$ cat src/rtl/writeback_retire_queue.sv
// In-order writeback/retire queue: buffers MEM-stage results, merges variable-latency load
// responses (byte/half extracted, sign/zero extended) and retires one entry per cycle to the register file.
module writeback_retire_queue #(
    parameter int XLEN  = 32,
    parameter int DEPTH = 4
) (
    input  logic            clk,
    input  logic            rst,
    input  logic            in_valid,
    output logic            in_ready,
    input  logic            rd_valid_in,
    input  logic [4:0]      rd_addr_in,
    input  logic [XLEN-1:0] rd_value_in,
    input  logic [5:0]      instr_id_in,
    input  logic [1:0]      addr_lo_in,
    input  logic            rsp_valid,
    output logic            rsp_ready,
    input  logic [XLEN-1:0] rsp_data,
    output logic            wr_en_out,
    output logic [4:0]      rd_addr_out,
    output logic [XLEN-1:0] rd_value_out,
    output logic            rsp_err
);

    localparam logic [5:0] INSTR_LB  = 6'd3;
    localparam logic [5:0] INSTR_LH  = 6'd4;
    localparam logic [5:0] INSTR_LW  = 6'd5;
    localparam logic [5:0] INSTR_LBU = 6'd6;
    localparam logic [5:0] INSTR_LHU = 6'd7;
    localparam int         PW        = $clog2(DEPTH);

    logic [DEPTH-1:0] e_is_load;
    logic [DEPTH-1:0] e_rd_valid;
    logic [DEPTH-1:0] e_done;
    logic [4:0]       e_rd_addr  [DEPTH];
    logic [XLEN-1:0]  e_value    [DEPTH];
    logic [5:0]       e_instr_id [DEPTH];
    logic [1:0]       e_addr_lo  [DEPTH];

    logic [PW-1:0] head;
    logic [PW-1:0] tail;
    logic [PW:0]   count;

    logic          is_load_in;
    logic          enq;
    logic          pop;
    logic          rsp_acc;
    logic          rsp_found;
    logic [PW-1:0] rsp_idx;
    logic [PW-1:0] scan_idx;
    logic [XLEN-1:0] ext_value;
    logic [7:0]    byte_v;
    logic [15:0]   half_v;
    logic [5:0]    rsp_id;
    logic [1:0]    rsp_lo;

    assign is_load_in = (instr_id_in == INSTR_LB)  || (instr_id_in == INSTR_LH)  ||
                        (instr_id_in == INSTR_LW)  || (instr_id_in == INSTR_LBU) ||
                        (instr_id_in == INSTR_LHU);

    // Ready comes from the registered count only, so a full queue stays closed even while popping.
    assign in_ready  = (count < (PW+1)'(DEPTH));
    assign enq       = in_valid && in_ready;
    assign pop       = (count != '0) && e_done[head];
    assign rsp_ready = rsp_found;
    assign rsp_acc   = rsp_valid && rsp_found;

    // Oldest still-pending load, scanned from the head over occupied slots.
    always_comb begin
        rsp_found = 1'b0;
        rsp_idx   = '0;
        scan_idx  = '0;
        for (int i = 0; i < DEPTH; i++) begin
            scan_idx = head + PW'(i);
            if (!rsp_found && ((PW+1)'(i) < count) && e_is_load[scan_idx] && !e_done[scan_idx]) begin
                rsp_found = 1'b1;
                rsp_idx   = scan_idx;
            end
        end
    end

    assign rsp_id = e_instr_id[rsp_idx];
    assign rsp_lo = e_addr_lo[rsp_idx];
    assign byte_v = 8'(rsp_data >> {rsp_lo, 3'b000});
    assign half_v = 16'(rsp_data >> {rsp_lo[1], 4'b0000});

    always_comb begin
        ext_value = rsp_data;
        case (rsp_id)
            INSTR_LB:  ext_value = {{(XLEN-8){byte_v[7]}}, byte_v};
            INSTR_LBU: ext_value = {{(XLEN-8){1'b0}}, byte_v};
            INSTR_LH:  ext_value = {{(XLEN-16){half_v[15]}}, half_v};
            INSTR_LHU: ext_value = {{(XLEN-16){1'b0}}, half_v};
            default:   ext_value = rsp_data;
        endcase
    end

    // NOTE: entry storage has no reset; occupancy is defined solely by count, so stale slots are never observed.
    always_ff @(posedge clk) begin
        if (enq) begin
            e_is_load[tail]  <= is_load_in;
            e_rd_valid[tail] <= rd_valid_in;
            e_rd_addr[tail]  <= rd_addr_in;
            e_value[tail]    <= rd_value_in;
            e_instr_id[tail] <= instr_id_in;
            e_addr_lo[tail]  <= addr_lo_in;
            e_done[tail]     <= !is_load_in;
        end
        if (rsp_acc) begin
            e_value[rsp_idx] <= ext_value;
            e_done[rsp_idx]  <= 1'b1;
        end
    end

    always_ff @(posedge clk or posedge rst) begin
        if (rst) begin
            head         <= '0;
            tail         <= '0;
            count        <= '0;
            wr_en_out    <= 1'b0;
            rd_addr_out  <= '0;
            rd_value_out <= '0;
            rsp_err      <= 1'b0;
        end else begin
            if (enq) tail <= tail + 1'b1;
            if (pop) head <= head + 1'b1;
            case ({enq, pop})
                2'b10:   count <= count + 1'b1;
                2'b01:   count <= count - 1'b1;
                default: count <= count;
            endcase
            if (pop) begin
                wr_en_out    <= e_rd_valid[head] && (e_rd_addr[head] != 5'd0);
                rd_addr_out  <= e_rd_addr[head];
                rd_value_out <= e_value[head];
            end else begin
                wr_en_out <= 1'b0;
            end
            if (rsp_valid && !rsp_found) rsp_err <= 1'b1;
        end
    end

endmodule

$ cat config.mk
export PLATFORM = sky130hd
export DESIGN_NAME = writeback_retire_queue
export DESIGN_NICKNAME = d
export VERILOG_FILES = /design/src/rtl/writeback_retire_queue.sv
export SDC_FILE = /design/constraint.sdc
export NUM_CORES = 1
export LEC_CHECK = 0
export CAP_MARGIN = 10
export CORE_UTILIZATION = 57
export DETAILED_ROUTE_END_ITERATION = 7
export GPL_TIMING_DRIVEN = 0
export PLACE_DENSITY = 0.76
export SLEW_MARGIN = 15
export SYNTH_ARGS = -nofsm -noshare
export SYNTH_HDL_FRONTEND = slang
export SYNTH_SLANG_ARGS = --single-unit
$ cat constraint.sdc
create_clock -name clk -period 5.5 [get_ports clk]
set_input_delay 1.65 -clock clk [delete_from_list [all_inputs] [get_ports clk]]
set_output_delay 1.65 -clock clk [all_outputs]
set_load 0.05 [all_outputs]
Word-level counts from Yosys, hierarchy flattened
Memories as Yosys holds them, arrays and structs flattened. A register that Yosys moved wholly into a read port is not among the register bits. Index checks and enable logic that the tools add are counted. Widths: inputs -> output; s select.

Register bits after elaboration: 26. RAM bits: 180. Output and inout port bits: 41. Memories kept: 4.

Memory list: e_value (words 4, bits a word 32, read ports 1, clocked after memory_dff 1, wr ports 2, RTL line 36) `logic [XLEN-1:0] e_value [DEPTH];`; e_instr_id (words 4, bits a word 6, read ports 1, clocked after memory_dff 0, wr ports 1, RTL line 37) `logic [5:0] e_instr_id [DEPTH];`; e_rd_addr (words 4, bits a word 5, read ports 1, clocked after memory_dff 0, wr ports 1, RTL line 35) `logic [4:0] e_rd_addr [DEPTH];`; e_addr_lo (words 4, bits a word 2, read ports 1, clocked after memory_dff 0, wr ports 1, RTL line 38) `logic [1:0] e_addr_lo [DEPTH];`.

Add/subtract/negate cells: 6. Order comparisons: 13. Equality and inequality tests: 11. Shift operators: 2. Multiplexer cells: 42. Bitwise logic cells: 1. Reduce and logical (&&, ||, !) cells: 34.

Operators with widths (count): $pmux 32 s4 (1); $eq 6x3->1 const B (7); $shr 32x5->16 (1); $shr 32x5->8 (1); $mux 1 (20); $bmux 1 s2 (9); $logic_and 1x1->1 (18); $lt 2x3->1 const B (6); $bwmux 4 (3); $eq 6x2->1 const B (2); $logic_not 1->1 (9); $mux 2 (4); $mux 4 (2); $lt 1x3->1 const A (2); $lt 2x3->1 const A (2); $pmux 3 s2 (1); $reduce_bool 5->1 (1); $add 2x1->2 const B (2); $add 2x2->2 const B (2); $demux 1 s2 (2); $ge 2x1->1 const B (2); $logic_or 1x1->1 (4); $or 4x4->4 (1); $add 3x1->3 const B (1); 6 further kinds (6).

Longest topological paths before layout
Word-level depth: 26. Mapped depth: 15. Gate-level depth less buffers: 13.

Least setup slack after synthesis
Ideal clock, no wire load.

Path type: register -> register. Start point: reg head[0]. End point: mem e_value[1][0], enable pin. Arrival time: 4748 ps. Data required time: 5034 ps. Setup slack: 286 ps. Cell stages (with the launch flop): 10. Clock period less this slack: 5214 ps. Cell sequence: dfrtp_1 -> buf_6 -> buf_2 -> clkbuf_1 -> buf_1 -> nor3_1 -> a311o_1 -> nand4_1 -> nand3_1 -> o21ai_0.

RTL lines: start: declaration (RTL line 40) `logic [PW-1:0] head;`; start signal: assignment (RTL line 126) `if (pop) head <= head + 1'b1;`; end: declaration (RTL line 36).

Worst setup path after layout
Start point: reg head[0]. End point: out rsp_ready.

Word-level cells in the longest chain between the ends: 20.

RTL lines: $bmux 1 s2 (RTL line 75) `if (!rsp_found && ((PW+1)'(i) < count) && e_is_load[scan_idx] && !e_done[scan_idx]) begin`; $mux 1 (implied by the code) (RTL line 75); $logic_and 1x1->1 / $logic_not 1->1 (equally long branches) (RTL line 75); $logic_and 1x1->1 (RTL line 75); $mux 1 (RTL line 75); $logic_not 1->1 (RTL line 75); $logic_and 1x1->1 (3 in series) (RTL line 75); $mux 1 (RTL line 75); $logic_not 1->1 (RTL line 75); $logic_and 1x1->1 (3 in series) (RTL line 75); $mux 1 (RTL line 75); $logic_not 1->1 (RTL line 75); $logic_and 1x1->1 (3 in series) (RTL line 75); $mux 1 * (RTL line 75); end: declaration (RTL line 17) `output logic rsp_ready,`.

Mark *: on every way between the ends. The rest lies on a longest branch, timed or not. The select of a mux whose other input is x is not followed.

==> reports/metrics.csv <==
metric,value,unit
status,"finished, final reports clean",
reg2reg end,e_value[3][29]$_DFFE_PP_,
CP Data Required Time,3850,ps
final wirelength,32.8,mm
Tot GR Track Use,0.306,
YS warnings,0,
crit share post-route,0.950,
Placement Rows,52,
Layout Nets,1151,
Critical R2R Launch,count[1]$_DFFE_PP0P_,
clock sink count,238,
Crit path depth,8,
die area,21700,um^2
final routed DRC violation total,0,
worst setup path start,head[0]$_DFFE_PP0P_,
"Distinct cells, synth",80,
type of origin of the critical path,register,
Hold WS,475,ps
initial antenna violation count,0,
endpoint class of the critical path,output port,
"Clk Latency, worst-skew pair",550,ps
"EDFF count, synth",188,
number of global-route vias before repair,8787,
drt wl/cell,24.3,um
post-DR vias/cell,6.59,
Slew Limit Fails,0,
met2 global-route usage,0.491,
Crit path buffers/inverters,5,
crit path DAT,3580,ps
Area Overhead vs Synth,21.5,%
CTS tree,done,
Root Buffer,clkbuf_16,
slowest cell on the critical path,clkdlybuf4s50_1,
first drt pass iteration count,6,
min-delay worst type,register to register,
Placed Cells,1303,
Top Family by Delay on Critical Path,buffers and inverters,
largest net degree at the start of global routing,26,
Max Freq,0.191,GHz
Synthesized Nets,996,
Die Span X,147,um
gr busiest metal,met2,
Detail Placement HPWL,23.2,mm
I/O Buffers,122,
Antenna Nets Post-Route,0,
DR iter-0 viols,1143,
min Tclk post-route,5230,ps
Slew @ Worst Pin,1250,ps
Initial Util,0.588,
Seq cells post-synth,238,
clock slew at reported path FFs,60,ps
clock skew,16.9,ps
register area share after synthesis,0.572,
DR vias,8884,
Synth Flop Type,edfxtp_1,
IO Count,123,
maximum fanout along the worst path,10,
"commonest non-fill, non-tap cells in the layout","188 x edfxtp_1, 122 x clkdlybuf4s50_1, 85 x nor2_1, 71 x mux2_2, 68 x a31oi_1",
Critical Path Max Stage Delay,850,ps
Core Area,20400,um^2
CP Cell Sequence,buf_6 > buf_2 > clkbuf_1 > clkbuf_2 > nor3_1 > a311o_1 > nand4_1 > clkdlybuf4s50_1,
CP Capture Point,rsp_ready,
fin cells,1349,
clk buf depth,3,
layout cell share with drive strength beyond 1,0.192,
GR Layer Usage met1,0.414,
ys async rst share,0.193,
global-route wire length before repair,50.1,mm
FF-to-FF setup slack,570,ps
"Avg Cell Area, Syn",13.3,um^2
synthesized cell area,12000,um^2
Fin Setup TNS,0,ps
Max Cap Viol,0,
"most common cell after layout, fill and taps aside",edfxtp_1,
Worst slew margin,0.159,
GR Overflow Total,0,
Worst R2R Path Depth,15,
"Setup violations, final",0,
diode count,0,
CTS Buf Count,25,
RSZ-0062 raised after global routing,no,
met3 Use GR,0.0606,
Fin. Hold Viols,0,
Worst Setup Path Type,register to output port,
die height,147,um
GPL Wtd Cong,0.895,
CTS H-tree depth,1,
Mapped Cells,905,
Post-CTS Hold Buffers,0,
## metal layers
metal	share of wire	vias to the layer above
met5	0	-
met4	0.036	0
met3	0.11	94
met2	0.47	590
met1	0.39	4287
li1	-	3913
## how the worst min path moves through the flow
| stage | startpoint | cells past startpoint | endpoint | slack (ps) |
|---|---|---|---|---|
| 2_1_floorplan | e_done[1]$_DFF_P_ | 2 | e_done[1]$_DFF_P_ | 480 |
| 3_3_place_gp | rsp_err$_DFFE_PP0P_ | 1 | rsp_err$_DFFE_PP0P_ | 460 |
| 3_5_place_dp | rsp_err$_DFFE_PP0P_ | 1 | rsp_err$_DFFE_PP0P_ | 470 |
| 4_1_cts | rsp_err$_DFFE_PP0P_ | 1 | rsp_err$_DFFE_PP0P_ | 480 |
| 5_1_grt | rsp_err$_DFFE_PP0P_ | 1 | rsp_err$_DFFE_PP0P_ | 500 |
| 6_report | rsp_err$_DFFE_PP0P_ | 1 | rsp_err$_DFFE_PP0P_ | 470 |
## cell families (layout without fill, tap and decap cells)
| group | Yosys count | after routing | synth area share |
|---|---|---|---|
| multiplexers | 125 | 125 | 0.153 |
| buffers and inverters | 83 | 257 | 0.0288 |
| flip-flops | 238 | 238 | 0.572 |
| AND/OR/NAND/NOR | 225 | 225 | 0.0906 |
| AO/OA/AOI/OAI | 216 | 216 | 0.139 |
| XOR/XNOR | 9 | 9 | 0.00656 |
| adder cells (fa/ha/maj) | 9 | 9 | 0.00937 |
## layout make-up
class / count / area (um^2)
multi-input combinational: 584 / 4830
clock buffer: 28 / 637
buffer: 58 / 254
tap: 270 / 338
fill: 1430 / 5830
inverter: 25 / 93.8
sequential: 238 / 6880
timing repair buffer: 128 / 1340
clock inverter: 18 / 230
## timing repair
item                       in CTS  in global routing
setup endpoints to repair       0                  1
setup buffers                   0                  0
gates resized for setup         0                  1
## through the flow
stage	instance area, um^2	setup slack [ps]	utilization
floorplan	12000	286	-
global placement	13600	-2150	0.664
detailed placement	13700	648	0.672
CTS	14600	80.1	0.714
global route	14600	160	0.714
finish	14600	274	0.714
## flip-flops by register name, indices dropped and copies added, names as in the netlist
signal        flops
rd_value_out     32
e_is_load         4
tail              2
e_rd_addr        20
wr_en_out         1
e_done            4
e_addr_lo         8
head              2
e_rd_valid        4
rd_addr_out       5
count             3
rsp_err           1
e_instr_id       24
e_value         128
## cells in the mapped netlist, drive strengths merged (6+ instances only)
library cell | number | area, um^2
o221ai | 16 | 140
ha | 9 | 113
mux2i | 14 | 140
mux4 | 40 | 901
edfxtp | 188 | 5650
mux2 | 71 | 800
a31oi | 68 | 425
clkbuf | 34 | 128
o2bb2ai | 8 | 70.1
buf | 24 | 125
o211ai | 8 | 75.1
a211oi | 8 | 80.1
nor2 | 85 | 319
a2111oi | 6 | 65.1
nor2b | 21 | 131
a21oi | 11 | 55.1
a2bb2oi | 9 | 78.8
nor3 | 9 | 50.1
dfrtp | 46 | 1150
xnor2 | 6 | 52.6
nand2 | 55 | 209
o21ai | 20 | 104
a221o | 23 | 230
inv | 24 | 90.1
nand3 | 14 | 75.1
Power is left out: the tool's default activity adds up to more than one toggle a clock period on the data nets, which glitch-free logic cannot reach.
